===== src/rtl/mult_div_unit.sv =====
// rtl/mult_div_unit.sv - iterative MULT/MULTU/DIV/DIVU unit with architectural HI/LO registers
module mult_div_unit #(
  parameter int dataWidth = 32
) (
  input  logic                 clk,
  input  logic                 reset,
  input  logic                 start,
  input  logic [1:0]           op,
  input  logic [dataWidth-1:0] SrcA,
  input  logic [dataWidth-1:0] SrcB,
  input  logic                 mthi,
  input  logic                 mtlo,
  input  logic [dataWidth-1:0] wdata,
  output logic                 busy,
  output logic                 done,
  output logic                 div_by_zero,
  output logic [dataWidth-1:0] HI,
  output logic [dataWidth-1:0] LO
);

  localparam int CW = (dataWidth > 1) ? $clog2(dataWidth) : 1;

  typedef enum logic [1:0] {IDLE = 2'd0, RUN = 2'd1, DONE = 2'd2} state_t;

  state_t                 state, state_next;
  logic [CW-1:0]          count;
  logic [dataWidth-1:0]   acc, qreg, mreg;
  logic                   op_div, neg_a, neg_q, dz;

  logic                   accept, last, sgn_a, sgn_b, ge;
  logic [dataWidth:0]     shifted, sum;
  logic [dataWidth-1:0]   acc_step, q_step, quo, rem, hi_res, lo_res;
  logic [2*dataWidth-1:0] prod, prod_fix;

  assign accept      = start && (state != RUN);
  assign last        = (count == CW'(dataWidth - 1));
  // op[0] selects the unsigned variants, so signs only matter when it is low
  assign sgn_a       = !op[0] && SrcA[dataWidth-1];
  assign sgn_b       = !op[0] && SrcB[dataWidth-1];
  assign busy        = (state == RUN);
  assign done        = (state == DONE);
  assign div_by_zero = done && dz;

  always_ff @(posedge clk or posedge reset) begin
    if (reset) state <= IDLE;
    else       state <= state_next;
  end

  always_comb begin
    state_next = state;
    case (state)
      IDLE:    if (accept) state_next = RUN;
      RUN:     if (last) state_next = DONE;
      DONE:    state_next = accept ? RUN : IDLE;
      default: state_next = IDLE;
    endcase
  end

  // acc is the product high half / partial remainder; qreg is multiplier / dividend-then-quotient
  always_comb begin
    shifted = {acc, qreg[dataWidth-1]};
    ge      = (shifted >= {1'b0, mreg});
    sum     = {1'b0, acc} + (qreg[0] ? {1'b0, mreg} : '0);
    if (op_div) begin
      // remainder always fits in dataWidth bits, so modular subtraction is exact
      acc_step = ge ? (shifted[dataWidth-1:0] - mreg) : shifted[dataWidth-1:0];
      q_step   = {qreg[dataWidth-2:0], ge};
    end else begin
      acc_step = sum[dataWidth:1];
      q_step   = {sum[0], qreg[dataWidth-1:1]};
    end
    prod     = {acc_step, q_step};
    prod_fix = neg_q ? -prod : prod;
    quo      = dz ? '1 : (neg_q ? -q_step : q_step);
    rem      = neg_a ? -acc_step : acc_step;
    hi_res   = op_div ? rem : prod_fix[2*dataWidth-1:dataWidth];
    lo_res   = op_div ? quo : prod_fix[dataWidth-1:0];
  end

  always_ff @(posedge clk or posedge reset) begin
    if (reset) begin
      count  <= '0;
      acc    <= '0;
      qreg   <= '0;
      mreg   <= '0;
      op_div <= 1'b0;
      neg_a  <= 1'b0;
      neg_q  <= 1'b0;
      dz     <= 1'b0;
    end else if (accept) begin
      count  <= '0;
      acc    <= '0;
      qreg   <= sgn_a ? -SrcA : SrcA;
      mreg   <= sgn_b ? -SrcB : SrcB;
      op_div <= op[1];
      neg_a  <= sgn_a;
      neg_q  <= sgn_a ^ sgn_b;
      dz     <= op[1] && (SrcB == '0);
    end else if (state == RUN) begin
      count  <= count + 1'b1;
      acc    <= acc_step;
      qreg   <= q_step;
    end
  end

  always_ff @(posedge clk or posedge reset) begin
    if (reset) begin
      HI <= '0;
      LO <= '0;
    end else if (state == RUN) begin
      if (last) begin
        HI <= hi_res;
        LO <= lo_res;
      end
    end else if (!start) begin
      if (mthi) HI <= wdata;
      if (mtlo) LO <= wdata;
    end
  end

endmodule


===== config.mk =====
export PLATFORM = sky130hd
export DESIGN_NAME = mult_div_unit
export DESIGN_NICKNAME = d
export VERILOG_FILES = /design/src/rtl/mult_div_unit.sv
export SDC_FILE = /design/constraint.sdc
export NUM_CORES = 1
export LEC_CHECK = 0
export BUFFER_PORTS_ARGS = -buffer_cell sky130_fd_sc_hd__buf_2
export CORE_MARGIN = 2
export CORE_UTILIZATION = 55
export CTS_BUF_LIST = sky130_fd_sc_hd__clkbuf_16
export DETAILED_ROUTE_END_ITERATION = 10
export MAX_ROUTING_LAYER = met4
export PLACE_DENSITY = 0.79
export SYNTH_ARGS = -nofsm -noshare
export SYNTH_HDL_FRONTEND = slang
export SYNTH_SLANG_ARGS = --single-unit

===== constraint.sdc =====
create_clock -name clk -period 6 [get_ports clk]
set_input_delay 1.2 -clock clk [delete_from_list [all_inputs] [get_ports clk]]
set_output_delay 1.2 -clock clk [all_outputs]
set_load 0.05 [all_outputs]

### Word level (Yosys, flattened, before mapping)

Cells that the tools add are included.

* bits of input ports: 103
* logic and storage cells: 72
* output and inout bits: 67
* flip-flop bits (word level): 171

* add/subtract/negate cells: 8
* equality and inequality tests: 7
* bitwise logic cells: 1
* magnitude comparators: 1
* reduce and logical (&&, ||, !) cells: 14
* multiplexer cells: 30

Operators with widths (count)
* $mux 32: 23
* $neg 32->32: 4
* $mux 64: 1
* $neg 64->64: 1
* $add 32x32->33: 1
* $ge 33x32->1: 1
* $logic_not 32->1: 1
* $sub 32x32->32: 1
* $mux 5: 2
* $ne 2x1->1 const B: 3
* $pmux 2 s3: 1
* $reduce_and 3->1: 2
* $reduce_bool 2->1: 3
* $add 5x1->5 const B: 1
* $eq 5x5->1 const B: 1
* $logic_and 1x1->1: 5
* $mux 2: 2
* $eq 2x1->1 const B: 1
* $eq 2x2->1 const B: 1
* $logic_not 2->1: 1
* $ne 2x2->1 const B: 1
* $reduce_and 2->1: 1
* $logic_not 1->1: 1
* $mux 1: 1
* $xor 1x1->1: 1

### Depth between registers and ports, before layout

* depth in word-level cells: 9
* mapped depth: 25
* depth with buffers taken out: 23

### Least setup slack after synthesis

Ideal clock, no wire load.

* path kind: reg2reg
* start point: register acc[10]
* end point: register HI[20]
* cell stages (with the launch flop): 25
* data required time: 5.918 ns
* buffers on the path: 2
* clock period less this slack: 4.738 ns
* setup slack: 1.262 ns
* library setup time: 0.082 ns
* data arrival time: 4.656 ns
* path through: dfrtp_1 > ha_1 > buf_4 > nand4_2 > nor4_2 > a311oi_2 > and3_4 > nand3_2 > buf_4 > nor2_1 > nor2_1 > inv_1 > ha_1 > o211ai_1 > o21bai_1 > nor3_1 > nor3b_1 > nand2_1 > or2_2 > o21ai_0 > nand2_1 > a21oi_1 > xor2_1 > nand2_1 > a31oi_1

* cells in the longest elaborated chain, start to end: 8
* elaborated cells between the ends (all ways): 13
* classes of those cells: add/sub: 4; order compare: 1; mux: 8

Ends and longest elaborated chain
* start, declared: RTL line 27 `logic [dataWidth-1:0] acc, qreg, mreg;`
* start signal, assigned: RTL line 101 `acc <= acc_step;`
* $sub 32x32->32 or $ge 33x32->1 (tied branches): RTL line 66, 62
* $mux 32: RTL line 66 `acc_step = ge ? (shifted[dataWidth-1:0] - mreg) : shifted[dataWidth-1:0];`
* $mux 32: RTL line 64 `if (op_div) begin`
* $neg 64->64 or $neg 32->32 (tied branches): RTL line 73, 75
* $mux 64 or $mux 32 (tied branches): RTL line 73, 75
* $mux 32 *: RTL line 76 `hi_res = op_div ? rem : prod_fix[2*dataWidth-1:dataWidth];`
* $mux 32 *: RTL line 111 `if (last) begin`
* $mux 32 *: RTL line 110 `end else if (state == RUN) begin`
* end signal, assigned: RTL line 112 `HI <= hi_res;`
* end signal, assigned: RTL line 116 `if (mthi) HI <= wdata;`
* end, declared: RTL line 17 `output logic [dataWidth-1:0] HI,`

Every way passes the cells marked *; elsewhere a longest branch is shown, timed or not. The select of a mux whose other input is x is not followed.
A chain may end at the register's enable or synchronous reset.

### Final worst setup path

* start point: register acc[2]
* end point: register HI[20]

Same word-level chain as after synthesis.

==> impl_results.html <==
<table>
<tr><th>Metric</th><th>Value</th></tr>
<tr><th colspan="2">Worst setup path</th></tr>
<tr><td>Kind of cell with the highest combined delay on the critical path</td><td>compound AO/OA/AOI/OAI gates</td></tr>
<tr><td>Critical Path Sink Type</td><td>register</td></tr>
<tr><td>Worst EP required</td><td>6.36 ns</td></tr>
<tr><td>Crit path max-delay cell type</td><td>o211ai_2</td></tr>
<tr><td>WS Path Type</td><td>register to register</td></tr>
<tr><td>Largest fanout of any net on the critical path</td><td>12</td></tr>
<tr><td>Longest individual stage delay on the worst path</td><td>0.60 ns</td></tr>
<tr><td>Worst Setup Start Kind</td><td>register</td></tr>
<tr><td>Most numerous cell on the critical path</td><td>nand2_1</td></tr>
<tr><td>Worst path cell trace</td><td>ha_1 -&gt; a21o_1 -&gt; a21oi_4 -&gt; a21oi_2 -&gt; o211ai_2 -&gt; nand3_2 -&gt; nor2_1 -&gt; nor2_1 -&gt; inv_1 -&gt; ha_1 -&gt; o211ai_1 -&gt; o21bai_1 -&gt; nor3_1 -&gt; nor3b_1 -&gt; nand2_1 -&gt; or2_2 -&gt; o21ai_0 -&gt; nand2_1 -&gt; a21oi_1 -&gt; xor2_1 -&gt; nand2_1 -&gt; a31oi_1</td></tr>
<tr><td>Crit path DAT</td><td>5.94 ns</td></tr>
<tr><td>Buffers and inverters on the worst path</td><td>1</td></tr>
<tr><th colspan="2">CTS</th></tr>
<tr><td>Clk_lat worst skew</td><td>0.45 ns</td></tr>
<tr><td>CTS resizes</td><td>0</td></tr>
<tr><td>Clock slew at the register clock pins of the worst setup and hold paths</td><td>0.07 ns</td></tr>
<tr><td>Root Driver</td><td>clkbuf_16</td></tr>
<tr><td>Hold buffers post-CTS</td><td>0</td></tr>
<tr><td>Clk buf depth</td><td>2</td></tr>
<tr><td>CTS sink count</td><td>171</td></tr>
<tr><td>Inserted Clock Buffers</td><td>17</td></tr>
<tr><td>CTS tree</td><td>built</td></tr>
<tr><td>H-tree level count</td><td>4</td></tr>
<tr><td># Post-CTS Setup Buffers</td><td>0</td></tr>
<tr><th colspan="2">Routing</th></tr>
<tr><td>Number of iterations in the first detailed-routing pass</td><td>8</td></tr>
<tr><td>Wire length per cell</td><td>22.4 um</td></tr>
<tr><td>Via count</td><td>15820</td></tr>
<tr><td>Antenna-violating nets left</td><td>0</td></tr>
<tr><td>Residual DRC</td><td>0</td></tr>
<tr><td>Wirelength, routed</td><td>54.3 mm</td></tr>
<tr><td>Post-DR vias/cell</td><td>6.52</td></tr>
<tr><td>Violation count after the first detailed-routing iteration</td><td>2003</td></tr>
<tr><th colspan="2">Floorplanning</th></tr>
<tr><td>Std cell rows</td><td>60</td></tr>
<tr><td>Horizontal extent of the die</td><td>170 um</td></tr>
<tr><td>Core Region</td><td>27000 um2</td></tr>
<tr><td>Die Area</td><td>28900 um2</td></tr>
<tr><td>Chip height</td><td>170 um</td></tr>
<tr><td>Num ports</td><td>170</td></tr>
<tr><td>Effective utilization at floorplan</td><td>56.2%</td></tr>
<tr><th colspan="2">Synthesis</th></tr>
<tr><td>Number of enable-type register cells in the synthesized netlist</td><td>0</td></tr>
<tr><td>Most frequently used flop master after synthesis</td><td>dfrtp_1</td></tr>
<tr><td>Async set-reset flop share out of synthesis</td><td>100%</td></tr>
<tr><td>Number of register bits inferred by synthesis</td><td>171</td></tr>
<tr><td>Number of library cell types mapped by synthesis</td><td>94</td></tr>
<tr><td>Warnings from Yosys</td><td>0</td></tr>
<tr><td>Area of the mapped netlist</td><td>15100 um2</td></tr>
<tr><td>Sequential share of the synthesized area</td><td>28.3%</td></tr>
<tr><td>Synthesized area per cell</td><td>7.75 um2</td></tr>
<tr><td>Synthesized instance count</td><td>1954</td></tr>
<tr><td>Synthesized net count</td><td>2129</td></tr>
<tr><th colspan="2">Run</th></tr>
<tr><td>Maximum Capacitance Violations</td><td>0</td></tr>
<tr><th colspan="2">Status</th></tr>
<tr><td>Run status</td><td>complete, no violations</td></tr>
<tr><th colspan="2">Final layout</th></tr>
<tr><td>Fill count</td><td>2455</td></tr>
<tr><td>Layout overhead on the synthesized area</td><td>11.1%</td></tr>
<tr><td>Highest-count cells in the layout ignoring fill and taps</td><td>250 x nand2_1, 201 x o21ai_0, 170 x dfrtp_1</td></tr>
<tr><td>Combined area of the multi-input logic cells</td><td>10100 um2</td></tr>
<tr><td>Share of final-layout standard cells stronger than drive strength 1</td><td>15.2%</td></tr>
<tr><td>Number of nets at the end of the flow</td><td>2247</td></tr>
<tr><td>Most frequent standard cell in the layout excluding fill and tap cells</td><td>nand2_1</td></tr>
<tr><td>Inserted Diodes</td><td>0</td></tr>
<tr><td>Register area</td><td>4280 um2</td></tr>
<tr><th colspan="2">GRT</th></tr>
<tr><td>First-pass GRT wire length</td><td>83.0 mm</td></tr>
<tr><td>Pin count of the biggest net entering global routing</td><td>88</td></tr>
<tr><td>Number of antenna violations at the first check in global routing</td><td>2</td></tr>
<tr><td>Overall Global Routing Usage</td><td>38.3%</td></tr>
<tr><td>Total global routing overflow</td><td>0</td></tr>
<tr><td>Via count of the first global-routing pass</td><td>14462</td></tr>
<tr><th colspan="2">Place</th></tr>
<tr><td>Weighted congestion at the end of routability-driven global placement</td><td>1.04</td></tr>
<tr><td>Count of buffers inserted at the top-level ports</td><td>169</td></tr>
<tr><td>Setup WS pre-CTS</td><td>0.642 ns</td></tr>
<tr><td>Half-perimeter wire length of the detailed placement result</td><td>41.5 mm</td></tr>
<tr><th colspan="2">STA</th></tr>
<tr><td>Slew headroom</td><td>21.1%</td></tr>
<tr><td>Maximum operating frequency</td><td>0.179 GHz</td></tr>
<tr><td>Total Negative Setup Slacks</td><td>0 ns</td></tr>
<tr><td>Hold violation count in the final report</td><td>0</td></tr>
<tr><td>Shortest clock period the worst path allows after layout</td><td>5.58 ns</td></tr>
<tr><td>Worst Clk Skew</td><td>0.0182 ns</td></tr>
<tr><td>Transition time of the tightest slew-check pin</td><td>1.18 ns</td></tr>
<tr><td>Share of the clock period used by the worst path</td><td>93.1%</td></tr>
<tr><td>Final Setup Violations</td><td>0</td></tr>
<tr><td>Unrepaired setup endpoints after global routing</td><td>false</td></tr>
<tr><td>Max Slew Vio Count</td><td>0</td></tr>
<tr><td>Setup ws final</td><td>0.417 ns</td></tr>
<tr><th colspan="2">Min path</th></tr>
<tr><td>Min-Delay Path Class</td><td>register to register</td></tr>
</table>
[path summary, 6_finish.rpt]
path | startpoint | cells after the start | end | slack [ns]
min | count[3]$_DFFE_PP0P_ | 1 | count[3]$_DFFE_PP0P_ | 0.49
max in group asynchronous | reset | 3 | LO[12]$_DFFE_PP0P_ | 3.84
min in group asynchronous | reset | 2 | acc[9]$_DFFE_PP0P_ | 0.85
max reg2reg | acc[2]$_DFFE_PP0P_ | 22 | HI[20]$_DFFE_PP0P_ | 0.42
min reg2reg | count[3]$_DFFE_PP0P_ | 1 | count[3]$_DFFE_PP0P_ | 0.49
max | acc[2]$_DFFE_PP0P_ | 22 | HI[20]$_DFFE_PP0P_ | 0.42
[cells by family after synthesis]
group | after synthesis | synth area share (%)
AO/OA/AOI/OAI | 591 | 24.3
adder cells (fa/ha/maj) | 72 | 6.05
XOR/XNOR | 156 | 9.03
multiplexers | 60 | 4.12
AND/OR/NAND/NOR | 724 | 23.2
buffers and inverters | 180 | 5.03
flip-flops | 171 | 28.3
[stage by stage]
stage                     instance area, um2  util, %  hold slack (ns)  std cells
after CTS                              16800     62.4            0.485       2426
after global placement                 16200     60.3            0.462       2394
after global routing                   16800     62.4            0.509       2426
final                                  16800     62.4            0.487       2426
after detailed placement               16200     60.3            0.476       2394
after floorplan                        15100        -            0.443       1954
[cell type report]
type | count | area share [%]
clock inverters | 15 | 0.915
clock buffers | 17 | 2.53
multi-input cells | 1603 | 60.2
inverters | 70 | 1.59
well taps | 341 | 2.54
flip-flops and latches | 171 | 25.5
repair buffers | 209 | 6.81
[synth_stat cells (all sizes together), types with 5 or more instances]
master     n  area share [%]
a211oi    12            0.66
a21boi     5            0.25
a21o      16            0.79
a21oi    142             4.9
a31oi     58             2.4
and2      40             1.7
and3      21            0.90
buf       38             1.5
clkbuf    72             1.8
dfrtp    171              28
ha        70             5.8
inv       68             1.7
mux2      19             1.4
mux2i     41             2.7
nand2    252             6.3
nand2b    13            0.54
nand3     66             2.3
nand4     36             1.7
nor2     162             4.1
nor2b     15            0.62
nor3      44             1.6
nor3b      6            0.33
nor4      17            0.83
o2111ai    5            0.33
o211ai    45             2.3
o21a      10            0.50
o21ai    210             7.0
o21bai     6            0.30
o221ai     7            0.41
o22ai      6            0.25
o31ai     26             1.3
o41ai      9            0.57
or2        5            0.21
or3       24             1.0
or4       10            0.50
xnor2     92             5.3
xor2      64             3.7
[routing by layer]
| metal | part of all wire [%] | vias up | routed length, um | track usage [%] |
|---|---|---|---|---|
| met5 | 0 | - | 0 | - |
| met3 | 10 | 117 | 5570 | 6.30 |
| met2 | 44 | 929 | 23600 | 56.6 |
| met4 | 2.4 | 0 | 1320 | 9.33 |
| met1 | 44 | 7484 | 23800 | 54.9 |
| li1 | - | 7290 | - | - |
[worst register-to-register path: cells and delay by family (launching register included)]
kind | cells | cell delay (ns)
adder cells (fa/ha/maj) | 2 | 0.62
flip-flops | 1 | 0.43
AND/OR/NAND/NOR | 9 | 1.83
AO/OA/AOI/OAI | 9 | 2.44
buffers and inverters | 1 | 0.06
XOR/XNOR | 1 | 0.16
[state kept, by name, summed over array words and instances (netlist names), 2 cells and up]
name and cells:
HI 32, LO 32, state 2, mreg 32
count 5, acc 32, qreg 32
Power is not shown: default switching activity piles up to over one toggle a cycle in this logic, so the estimate is an artifact.
